$ cat src/rtl/forward_unit_pkg.sv
// Shared types and constants for the decode-stage forwarding/hazard unit.
//   fwd_sel_t       : bypass mux select code (0 = regfile, 1..6 = E..M5)
//   shadow_entry_t  : one in-flight register write {valid, dest, ready stage}
//   LAT_*           : common result-ready stage indices
package forward_unit_pkg;

    localparam int unsigned REG_W = 6;
    localparam int unsigned LAT_W = 3;

    typedef logic [2:0] fwd_sel_t;

    localparam fwd_sel_t FWD_REG = 3'd0;
    localparam fwd_sel_t FWD_E   = 3'd1;
    localparam fwd_sel_t FWD_M   = 3'd2;
    localparam fwd_sel_t FWD_M2  = 3'd3;
    localparam fwd_sel_t FWD_M3  = 3'd4;
    localparam fwd_sel_t FWD_M4  = 3'd5;
    localparam fwd_sel_t FWD_M5  = 3'd6;

    typedef struct packed {
        logic             v;
        logic [REG_W-1:0] rd;
        logic [LAT_W-1:0] lat;
    } shadow_entry_t;

    localparam logic [LAT_W-1:0] LAT_ALU  = 3'd0;
    localparam logic [LAT_W-1:0] LAT_LOAD = 3'd2;
    localparam logic [LAT_W-1:0] LAT_FPU  = 3'd5;

    // Stage index s (0 = E) maps to bypass code s+1.
    function automatic fwd_sel_t stage_code(input int s);
        return fwd_sel_t'(s + 1);
    endfunction

endpackage

$ cat src/rtl/fwd_lookup.sv
// Per-source bypass lookup against the shadow pipeline.
// Ports:
//   enable    in   source is really read (used & valid); otherwise code 0
//   src       in   source register address (0 = hardwired zero)
//   shadow    in   shadow entries, index 0 = E (youngest) .. NSTAGE-1 = M5
//   sel       out  bypass select code
//   not_ready out  youngest producer's result is not yet available
module fwd_lookup
    import forward_unit_pkg::*;
#(
    parameter int unsigned NSTAGE = 6,
    parameter int unsigned RW     = 6
) (
    input  logic                       enable,
    input  logic [RW-1:0]              src,
    input  shadow_entry_t [NSTAGE-1:0] shadow,
    output fwd_sel_t                   sel,
    output logic                       not_ready
);

    logic hit;

    // Scan youngest-first; only the first match decides, older ones are ignored.
    always_comb begin
        sel       = FWD_REG;
        not_ready = 1'b0;
        hit       = 1'b0;
        if (enable && (src != '0)) begin
            for (int s = 0; s < int'(NSTAGE); s++) begin
                if (!hit && shadow[s].v && (shadow[s].rd == src)) begin
                    hit = 1'b1;
                    if (s >= int'(shadow[s].lat)) begin
                        sel = stage_code(s);
                    end else begin
                        not_ready = 1'b1;
                    end
                end
            end
        end
    end

endmodule

$ cat src/rtl/forward_unit.sv
// Hazard/forwarding controller for the decode stage's six operand bypass muxes.
// Tracks in-flight register writes in a shadow pipeline (E..M5) and, per source,
// selects the youngest ready producer or raises stall.
// Ports:
//   clk, rst            clock, synchronous active-high reset
//   hold                pipeline frozen; shadow pipe does not shift
//   flush               decode instruction squashed; bubble enters E
//   d_valid             decode holds a real instruction
//   d_src, d_src_used   six source addresses and their read mask
//   d_regwrite, d_rd    decode instruction's register write and destination
//   d_lat               stage index at which its result becomes valid
//   forward0..forward5  bypass select codes (combinational)
//   stall               decode must hold
module forward_unit
    import forward_unit_pkg::*;
#(
    parameter int unsigned NSTAGE = 6,
    parameter int unsigned RW     = 6
) (
    input  logic               clk,
    input  logic               rst,
    input  logic               hold,
    input  logic               flush,
    input  logic               d_valid,
    input  logic [5:0][RW-1:0] d_src,
    input  logic [5:0]         d_src_used,
    input  logic               d_regwrite,
    input  logic [RW-1:0]      d_rd,
    input  logic [2:0]         d_lat,
    output logic [2:0]         forward0,
    output logic [2:0]         forward1,
    output logic [2:0]         forward2,
    output logic [2:0]         forward3,
    output logic [2:0]         forward4,
    output logic [2:0]         forward5,
    output logic               stall
);

    localparam int unsigned NSRC = 6;

    shadow_entry_t [NSTAGE-1:0] shadow_q;
    shadow_entry_t [NSTAGE-1:0] shadow_d;
    shadow_entry_t              issue;
    fwd_sel_t                   sel [NSRC];
    logic [NSRC-1:0]            not_ready;

    // A stalled or flushed decode instruction enters E as a bubble; rd 0 is never tracked.
    always_comb begin
        issue.v   = d_valid & d_regwrite & ~stall & ~flush & (d_rd != '0);
        issue.rd  = d_rd;
        issue.lat = d_lat;
    end

    // The entry leaving M5 is dropped: the regfile is written then and reads write-first.
    always_comb begin
        shadow_d = shadow_q;
        if (!hold) begin
            for (int s = int'(NSTAGE) - 1; s >= 1; s--) begin
                shadow_d[s] = shadow_q[s-1];
            end
            shadow_d[0] = issue;
        end
    end

    always_ff @(posedge clk) begin
        if (rst) begin
            shadow_q <= '0;
        end else begin
            shadow_q <= shadow_d;
        end
    end

    for (genvar i = 0; i < int'(NSRC); i++) begin : g_src
        fwd_lookup #(
            .NSTAGE (NSTAGE),
            .RW     (RW)
        ) u_lookup (
            .enable    (d_valid & d_src_used[i]),
            .src       (d_src[i]),
            .shadow    (shadow_q),
            .sel       (sel[i]),
            .not_ready (not_ready[i])
        );
    end

    always_comb begin
        forward0 = sel[0];
        forward1 = sel[1];
        forward2 = sel[2];
        forward3 = sel[3];
        forward4 = sel[4];
        forward5 = sel[5];
        stall    = |not_ready;
    end

endmodule
$ cat config.mk
export PLATFORM = sky130hd
export DESIGN_NAME = forward_unit
export DESIGN_NICKNAME = d
export VERILOG_FILES = /design/src/rtl/forward_unit_pkg.sv /design/src/rtl/fwd_lookup.sv /design/src/rtl/forward_unit.sv
export SDC_FILE = /design/constraint.sdc
export NUM_CORES = 1
export LEC_CHECK = 0
export CAP_MARGIN = 20
export CORE_MARGIN = 5
export CORE_UTILIZATION = 50
export DETAILED_ROUTE_END_ITERATION = 8
export PLACE_DENSITY_LB_ADDON = 0.12
export SLEW_MARGIN = 20
export SYNTH_ARGS = -nofsm -noshare
export SYNTH_HDL_FRONTEND = slang
export SYNTH_SLANG_ARGS = --single-unit
$ cat constraint.sdc
create_clock -name clk -period 3.1 [get_ports clk]
set_input_delay 0.465 -clock clk [delete_from_list [all_inputs] [get_ports clk]]
set_output_delay 0.465 -clock clk [all_outputs]
set_load 0.02 [all_outputs]
Word-level counts from Yosys, hierarchy flattened:

Cells that the tools add are included.

* register bits: 60
* output and inout bits: 19
* input port bits: 57

* muxes and demuxes: 224
* reduce and logical (&&, ||, !) cells: 110
* equal/unequal tests: 36
* bitwise operators: 12
* order comparisons: 6

Operators with widths (count)
* 3-bit 2-to-1 mux: 74
* 6-bit == test: 36
* 1-bit 2-to-1 mux: 148
* 1-bit logical AND: 72
* 6-bit nonzero test: 7
* 1-bit logical NOT: 30
* 1-bit AND: 10
* 1-bit by 3-bit >= comparator with 1-bit output, first input constant: 2
* 2-bit by 3-bit >= comparator with 1-bit output, first input constant: 2
* 3-bit >= comparator, first input constant: 2
* 6-bit OR reduction: 1
* 2-bit 2-to-1 mux: 2
* 1-bit NOT: 2

Depth between registers and ports, before layout:

Gate-level depths: netlist of the first run.

* depth after elaboration: 34
* mapped depth: 10
* depth with buffers taken out: 8

Hierarchy:

A second synthesis of the first run with hierarchy kept.

* cell total of the unflattened synthesis: 711
* area total of the unflattened synthesis: 6058.3 um^2

Modules (own cells, without submodules)
* fwd_lookup: instances 6, seq. area each 0.0 um^2, cells an instance 84, area an instance 648.1 um^2
* forward_unit: instances 1, seq. area each 1201.2 um^2, cells an instance 207, area an instance 2169.6 um^2

Worst setup path before layout of the first run:

Ideal clock, no wire load.

* kind: input-to-output
* start point: input port d_src[24] in the netlist's numbering
* end point: output port forward4[0]
* stages: 8
* data arrival time: 2.607 ns
* path buffers: 1
* required time: 2.635 ns
* slack: 0.028 ns
* cells stage by stage: clkbuf_1 xor2_1 nor4_1 nand3_1 nor4_1 mux2i_1 or3_1 a221oi_1

* cells in the longest elaborated chain, start to end: 29
* elaborated cells between the ends (all ways): 47
* those cells by class: eq/ne: 6; mux: 23; reduce/logical: 18

RTL lines
* start: declaration: RTL line forward_unit.sv:25 `input logic [5:0][RW-1:0] d_src,`
* 6-bit == test: RTL line fwd_lookup.sv:30 `if (!hit && shadow[s].v && (shadow[s].rd == src)) begin`
* 1-bit logical AND: RTL line fwd_lookup.sv:30
* 1-bit 2-to-1 mux: RTL line fwd_lookup.sv:30
* 1-bit 2-to-1 mux: RTL line fwd_lookup.sv:28 `if (enable && (src != '0)) begin`
* 1-bit logical NOT: RTL line fwd_lookup.sv:30
* 1-bit logical AND (2 in a row): RTL line fwd_lookup.sv:30
* 1-bit 2-to-1 mux: RTL line fwd_lookup.sv:30
* 1-bit 2-to-1 mux: RTL line fwd_lookup.sv:28
* [... 10 more ...]
* 1-bit logical NOT: RTL line fwd_lookup.sv:30
* 1-bit logical AND (2 in a row): RTL line fwd_lookup.sv:30
* 1-bit 2-to-1 mux: RTL line fwd_lookup.sv:30
* 1-bit 2-to-1 mux: RTL line fwd_lookup.sv:28
* 1-bit logical NOT: RTL line fwd_lookup.sv:30
* 1-bit logical AND (2 in a row): RTL line fwd_lookup.sv:30
* 3-bit 2-to-1 mux: RTL line fwd_lookup.sv:30
* 3-bit 2-to-1 mux (*): RTL line fwd_lookup.sv:28
* end: declaration: RTL line forward_unit.sv:34 `output logic [2:0] forward4,`

Mark *: on every way between the ends. The rest lies on a longest branch, timed or not. The select of a mux whose other input is x is not followed.

Worst setup path after layout of the first run:

* start point: input port d_src[11] in the netlist's numbering
* end point: output port stall

* cells in the longest elaborated chain, start to end: 30
* elaborated cells between the ends (all ways): 49
* those cells by class: eq/ne: 6; mux: 24; reduce/logical: 19

RTL lines
* 6-bit == test: RTL line fwd_lookup.sv:30
* 1-bit logical AND: RTL line fwd_lookup.sv:30
* 1-bit 2-to-1 mux: RTL line fwd_lookup.sv:30
* 1-bit 2-to-1 mux: RTL line fwd_lookup.sv:28
* 1-bit logical NOT: RTL line fwd_lookup.sv:30
* 1-bit logical AND (2 in a row): RTL line fwd_lookup.sv:30
* 1-bit 2-to-1 mux: RTL line fwd_lookup.sv:30
* 1-bit 2-to-1 mux: RTL line fwd_lookup.sv:28
* [... 11 more ...]
* 1-bit logical AND (2 in a row): RTL line fwd_lookup.sv:30
* 1-bit 2-to-1 mux: RTL line fwd_lookup.sv:30
* 1-bit 2-to-1 mux: RTL line fwd_lookup.sv:28
* 1-bit logical NOT: RTL line fwd_lookup.sv:30
* 1-bit logical AND (2 in a row): RTL line fwd_lookup.sv:30
* 1-bit 2-to-1 mux: RTL line fwd_lookup.sv:30
* 1-bit 2-to-1 mux (*): RTL line fwd_lookup.sv:28
* 6-bit OR reduction (*): RTL line forward_unit.sv:93 `stall = |not_ready;`
* end: declaration: RTL line forward_unit.sv:36 `output logic stall`

Marked as above.

==> results of run 1 <==
-- critical path, stage by stage --
cell,delay [ns]
clkdlybuf4s50_1,0.45
xor2_1,0.16
or4_4,0.55
nor4_2,0.26
buf_4,0.20
a21oi_1,0.05
o21ai_1,0.16
o2111ai_2,0.13
or2_4,0.31
buf_6,0.14
-- area by class of cell --
cell class | count | area [µm²] | area share
Clock inverter | 7 | 100.1 | 0.01058
Sequential cell | 59 | 1207 | 0.1276
Multi-Input combinational cell | 593 | 4853 | 0.5130
Clock buffer | 9 | 225.2 | 0.02381
Inverter | 2 | 7.507 | 0.0007935
Tap cell | 147 | 183.9 | 0.01944
Timing Repair Buffer | 350 | 2883 | 0.3047
-- worst paths after layout --
check	start	cells past startpoint	slack, ns	end
max	d_src[11]	10	-0.25	stall
min	shadow_q[10]	2	0.51	shadow_q[10]
max reg2reg	shadow_q[13]	12	0.33	shadow_q[9]
min reg2reg	shadow_q[10]	2	0.51	shadow_q[10]
-- cells in the final DEF (no fill, tap or decap), types with 4 or more instances in the layout --
master           instances
xnor2_1                109
nand2_1                 26
nor4_1                  10
nor2_1                  82
dfxtp_2                 15
nor3_2                   6
buf_6                   21
dlygate4sd2_1           24
xor2_1                  88
o311a_1                  4
nand4_1                 31
o211ai_1                 4
buf_12                  10
a31oi_1                  4
or4_4                    5
or4_1                    7
buf_2                   12
o21a_1                   7
clkdlybuf4s50_1         22
xor2_2                   8
o21ai_0                  7
nor4_2                  10
clkbuf_2                 8
dfxtp_1                 42
buf_4                  248
nand3_1                 13
mux2i_1                 59
a21oi_1                 15
or3_1                    4
clkbuf_16                9
xnor2_2                 11
nor4_4                  10
and3_1                   4
nor3_1                   8
-- through the flow --
step / utilization / instances / worst slack, ns / power, W
floorplan: - / 748 / 0.02769 / 0.001135
global placement: 0.7078 / 1124 / -1.230 / 0.001387
detailed placement: 0.7079 / 1124 / -1.101 / 0.001399
CTS: 0.7748 / 1160 / -0.1656 / 0.002524
global route: 0.7942 / 1167 / -0.3155 / 0.002639
finish: 0.7942 / 1167 / -0.2479 / 0.002563
-- power by group through the flow --
stage | registers, W | logic [W] | clock network [W]
2_1_floorplan | 0.000795 | 0.000341 | 0
3_3_place_gp | 0.000809 | 0.000578 | 0
3_5_place_dp | 0.000809 | 0.000590 | 0
4_1_cts | 0.000794 | 0.000631 | 0.00110
5_1_grt | 0.000795 | 0.000705 | 0.00114
6_report | 0.000794 | 0.000671 | 0.00110
-- repair_timing --
action,4_1_cts,5_1_grt
pin swaps,28,26
setup endpoints to repair,19,19
resized for setup,182,69
setup buffers,22,7
-- kinds of logic (layout without fill, tap and decap cells) --
kind of cell              count (synthesis)  in the layout  share of synthesized area
buffers and inverters                    96            368                    0.08351
muxes                                    61             61                     0.1015
AOI/OAI and AO/OA                        75             75                    0.09408
xor gates and xnor gates                216            216                     0.3158
and+or+nand+nor                         241            241                     0.2095
DFF                                      59             59                     0.1956
-- metal layers --
layer  vias up  GRT usage
li1       3105          -
met1      3297     0.4529
met2       390     0.5816
met3       107    0.08530
met4         0     0.2054
met5         -          0
==> qor.yml, run 1 <==
status: "finished, violations left"
violations: "negative setup slack"
gp_congestion: 1.048
drt_iter0_markers: 668
synth_most_common_cell: "xnor2_1"
worst_setup_path_end_kind: "primary output"
grt_pass1_vias: 7118
numCtsBuffers: 9
setup_violations: 1
largest_reg_flops: 59
vias_per_cell: 5.912
place_area_mm2: 0.008432
hold_violations: 0
cp_max_fo: 2
synth_edf_count: 0
seq_area_frac_synth: 0.1956
routed_wl_um: 26770
fp-row-count: 40
synth_top_area_frac: 0.1956
clk_pin_slew_ns: 0.06
hold_class: "register to register"
fp.dieH_um: 119.9
htreeDepth: 3
synth.distinct_cells: 61
dr.pass1.iters: 5
swShare: 0.2926
reg_top3: "shadow_q: 59 flops"
diodes: 0
cts_tree: "yes"
yosys.area.top_type: "dfxtp_1"
hold_buffers: 0
fp.dieArea_mm2: 0.01437
syn2layout_area_growth_pct: 56.67
wl_met3_um: 2442
regMostFlops: "shadow_q"
syn-num-nets: 805
wl_met2_um: 12080
whs_ns: 0.5107
clock_skew_ns: 0.004921
wl_met1_um: 10560
comb_power_share: 0.262
core_mm2: 0.01191
cp.arrival_ns: 2.88
nFillCells: 808
required_ns: 2.63
fmaxAchievable_mhz: 298.7
drc: 0
path_class: "input pin to primary output"
netlist_area_mm2: 0.006038
clockPowerShare: 0.429
start_util: 0.5069
intPower_w: 0.001813
grt-ovfl-total: 0
grt_usage: 0.3651
p_leak_nw: 4.185
power_frac_seq: 0.310
clock_sinks: 59
clk_latency_ns: 0.34
timing.setup.tns_ns: -0.2479
io_buffers: 75
max_cap_viol_count: 0
fin_area_mm2: 0.009460
p_per_area_mw_per_mm2: 270.9
antenna_left: 0
ir_drop_uv: 376.8
post_synth_inst_count: 748
antenna_found_initial: 0
die_x_um: 119.9
synth.avg_cell_area_um2: 8.073
worst_pin_slew_ns: 0.6277
grt_max_degree: 37
ys_ff_latch: 59
nets: 1072
async_reset_ff_frac: 0
synth_common_cells: "xnor2_1, xor2_1, nor2_1"
finalCritPeriodShare: 1.080
maxUsedRoutingLayer: "met4"
drive_gt1_frac: 0.4049
fin_ws_ns: -0.2479
ios: 76
switching_power_w: 0.0007500
yosys_warnings: 0
max_slew_margin: 0.5779
grt_pass1_wl_um: 39980
num_vias: 6899
final_max_slew_viol_count: 0
cts_root_buffer: "clkbuf_16"
critPathLaunchType: "input pin"
cts_buffer_depth: 2
synth_flop_cell: "dfxtp_1"
rsz0062_at_grt: "yes"
routedWlPerCell_um: 22.94
synth_area_leaders: "dfxtp_1, xnor2_1, xor2_1"
hpwl_um: 20700
finalWorstPathRequiredPeriod_ns: 3.348
Note: power is estimated with default switching activity, not from simulation.
==> run 2, diff against run 1 <==
Settings changed: CORE_UTILIZATION 50 to 36, SLEW_MARGIN 20 to not set.
==> run 2 against run 1 <==
The run still ends with negative setup slack left. First-iteration DRC count down 48%. Sequential share of layout area down 0.63 points. Worst setup slack better by 0.024 ns. Clock power down 4%.
==> qor.yml, run 2 (same netlist as run 1, synthesis figures left out) <==
status: "finished, violations left"
violations: "negative setup slack"
io_buffers: 75  # unchanged
whs_ns: 0.4984  # -0.01232 ns
antenna_found_initial: 0  # unchanged
grt_max_degree: 55  # +49%
syn2layout_area_growth_pct: 63.72
max_cap_viol_count: 0  # unchanged
die_x_um: 139.5  # +16%
required_ns: 2.63  # about the same
fmaxAchievable_mhz: 300.9  # +0.73%
cp_max_fo: 4  # +2
antenna_left: 0  # unchanged
path_cells: "buf_12, buf_4, xnor2_2, nand4_1, nor4_1, buf_4, nor2_4, a22o_1, o211ai_1, o2111ai_2, or2_1, buf_6"
fp.dieH_um: 139.5  # +16%
finalWorstPathRequiredPeriod_ns: 3.324  # -0.02425 ns
num_vias: 6688  # -3.1%
drt_iter0_markers: 350  # -48%
switching_power_w: 0.0007955  # +6.1%
grt_pass1_vias: 6814  # -4.3%
nets: 1092  # +1.9%
final_max_slew_viol_count: 0  # unchanged
setup_violations: 3  # +2
gp_congestion: 0.9633  # -8.1%
wl_met1_um: 12380  # +17%
final_cell_mix: "buf_4, xnor2_1, xor2_1"
worst_pin_slew_ns: 0.9812  # +0.3535 ns
p_leak_nw: 4.320  # +3.2%
timing.setup.tns_ns: -0.5264  # -0.2785 ns
hold_violations: 0  # unchanged
power_frac_seq: 0.308  # -0.002
maxUsedRoutingLayer: "met4"
cp.arrival_ns: 2.86  # -0.02 ns
diodes: 0  # unchanged
largest_reg_flops: 59  # unchanged
path_class: "register to primary output"
cpMostUsedCell: "buf_4"
critPathLaunchType: "register"
hold_buffers: 0  # unchanged
regMostFlops: "shadow_q"
cts_root_buffer: "clkbuf_16"
dr.pass1.iters: 5  # unchanged
clockPowerShare: 0.413  # -0.016
rsz0062_at_grt: "yes"
cts_tree: "yes"
routed_wl_um: 27910  # +4.3%
grt_usage: 0.2792  # -0.08584
grt_pass1_wl_um: 41500  # +3.8%
clock_sinks: 59  # unchanged
vias_per_cell: 5.308  # -10%
htreeDepth: 3  # unchanged
grt-ovfl-total: 0  # unchanged
p_per_area_mw_per_mm2: 258.9  # -4.4%
slowest_delay_ns: 0.34  # -0.21 ns
place_area_mm2: 0.008637  # +2.4%
ir_drop_uv: 339.3  # -10%
clk_pin_slew_ns: 0.06  # about the same
max_slew_margin: 0.3459  # -0.2321
core_mm2: 0.01652  # +39%
worst_setup_path_end_kind: "primary output"
fin_ws_ns: -0.2237  # +0.02425 ns
drc: 0  # unchanged
cts_buffer_depth: 2  # unchanged
clock_skew_ns: 0.008008  # +0.003087 ns
power.total_w: 0.002560  # -0.13%
hold_class: "register to register"
intPower_w: 0.001764  # -2.7%
slowest_stage: "dfxtp_2"
wl_met3_um: 1640  # -33%
finalCritPeriodShare: 1.072  # -0.007821
start_util: 0.3654  # -0.1415
swShare: 0.3108  # +0.01814
reg_top3: "shadow_q: 59 flops"
ios: 76  # unchanged
hpwl_um: 21940  # +6.0%
wl_met2_um: 12790  # +5.9%
fp-row-count: 47  # +18%
fp.dieArea_mm2: 0.01946  # +35%
fin_area_mm2: 0.009886  # +4.5%
final_common_cell: "buf_4"
comb_power_share: 0.279  # +0.017
drive_gt1_frac: 0.4106  # +0.005675
clk_latency_ns: 0.35  # about the same
routedWlPerCell_um: 22.15  # -3.4%
numCtsBuffers: 9  # unchanged
## run 2: cell types whose count changed in the layout (fill, tap and decap cells not counted), sizes merged
cell           before  now
clkdlybuf4s15       5    8
clkdlybuf4s50      22   20
bufinv              2    1
clkinv              4    2
dlygate4sd2        24   23
buf               291  311
clkbuf             17   13
clkinvlp            0    2
dlymetal6s2s        0    4
inv                 3    4
## run 2: path summary, 6_finish.rpt
check | start | to | slack [ns] | depth (start not counted)
max | shadow_q[14] | stall | -0.22 | 12
min | shadow_q[10] | shadow_q[20] | 0.50 | 2
max reg2reg | shadow_q[18] | shadow_q[9] | -0.19 | 16
min reg2reg | shadow_q[10] | shadow_q[20] | 0.50 | 2
## run 2: metal layers
metal,global-route usage,vias to the layer above
met5,0,-
met4,0.1040,0
met3,0.04597,61
met2,0.4489,243
met1,0.3765,3234
li1,-,3150
## run 2: critical path, delay by kind of cell, from the launching register on
| family | cells | cell delay (ns) |
|---|---|---|
| AO/OA/AOI/OAI | 3 | 0.69 |
| AND/OR/NAND/NOR | 4 | 0.68 |
| buffers and inverters | 4 | 0.65 |
| flip-flops | 1 | 0.34 |
| XOR/XNOR | 1 | 0.15 |
## run 2: cell type report
| class | count | area [µm²] |
|---|---|---|
| Clock buffer | 9 | 225.2 |
| Clock inverter | 7 | 76.32 |
| Fill cell | 1502 | 6639 |
| Inverter | 2 | 7.507 |
| Multi-Input combinational cell | 593 | 4890 |
| Sequential cell | 59 | 1200 |
| Tap cell | 220 | 275.3 |
| Timing Repair Buffer | 370 | 3212 |
## run 2: metrics by stage
| step | util | cells | setup slack, ns |
|---|---|---|---|
| after global placement | 0.5227 | 1199 | -1.182 |
| after CTS | 0.5758 | 1245 | -0.2192 |
| after global routing | 0.5982 | 1260 | -0.2601 |
| final | 0.5982 | 1260 | -0.2237 |
| after detailed placement | 0.5227 | 1199 | -1.190 |
| after floorplan | - | 748 | 0.02769 |
## run 2: power by group through the flow
stage,clock [W],sequential (W),combinational [W]
after detailed placement,0,0.000806,0.000628
final,0.00106,0.000789,0.000714
after floorplan,0,0.000795,0.000341
after global placement,0,0.000805,0.000621
after CTS,0.00107,0.000789,0.000669
after global routing,0.00109,0.000791,0.000750
## run 2: timing repair
| item | in CTS | in global routing |
|---|---|---|
| endpoints found under the setup margin | 19 | 19 |
| setup buffers | 32 | 15 |
| pin swaps | 37 | 35 |
| gates resized for setup | 185 | 77 |
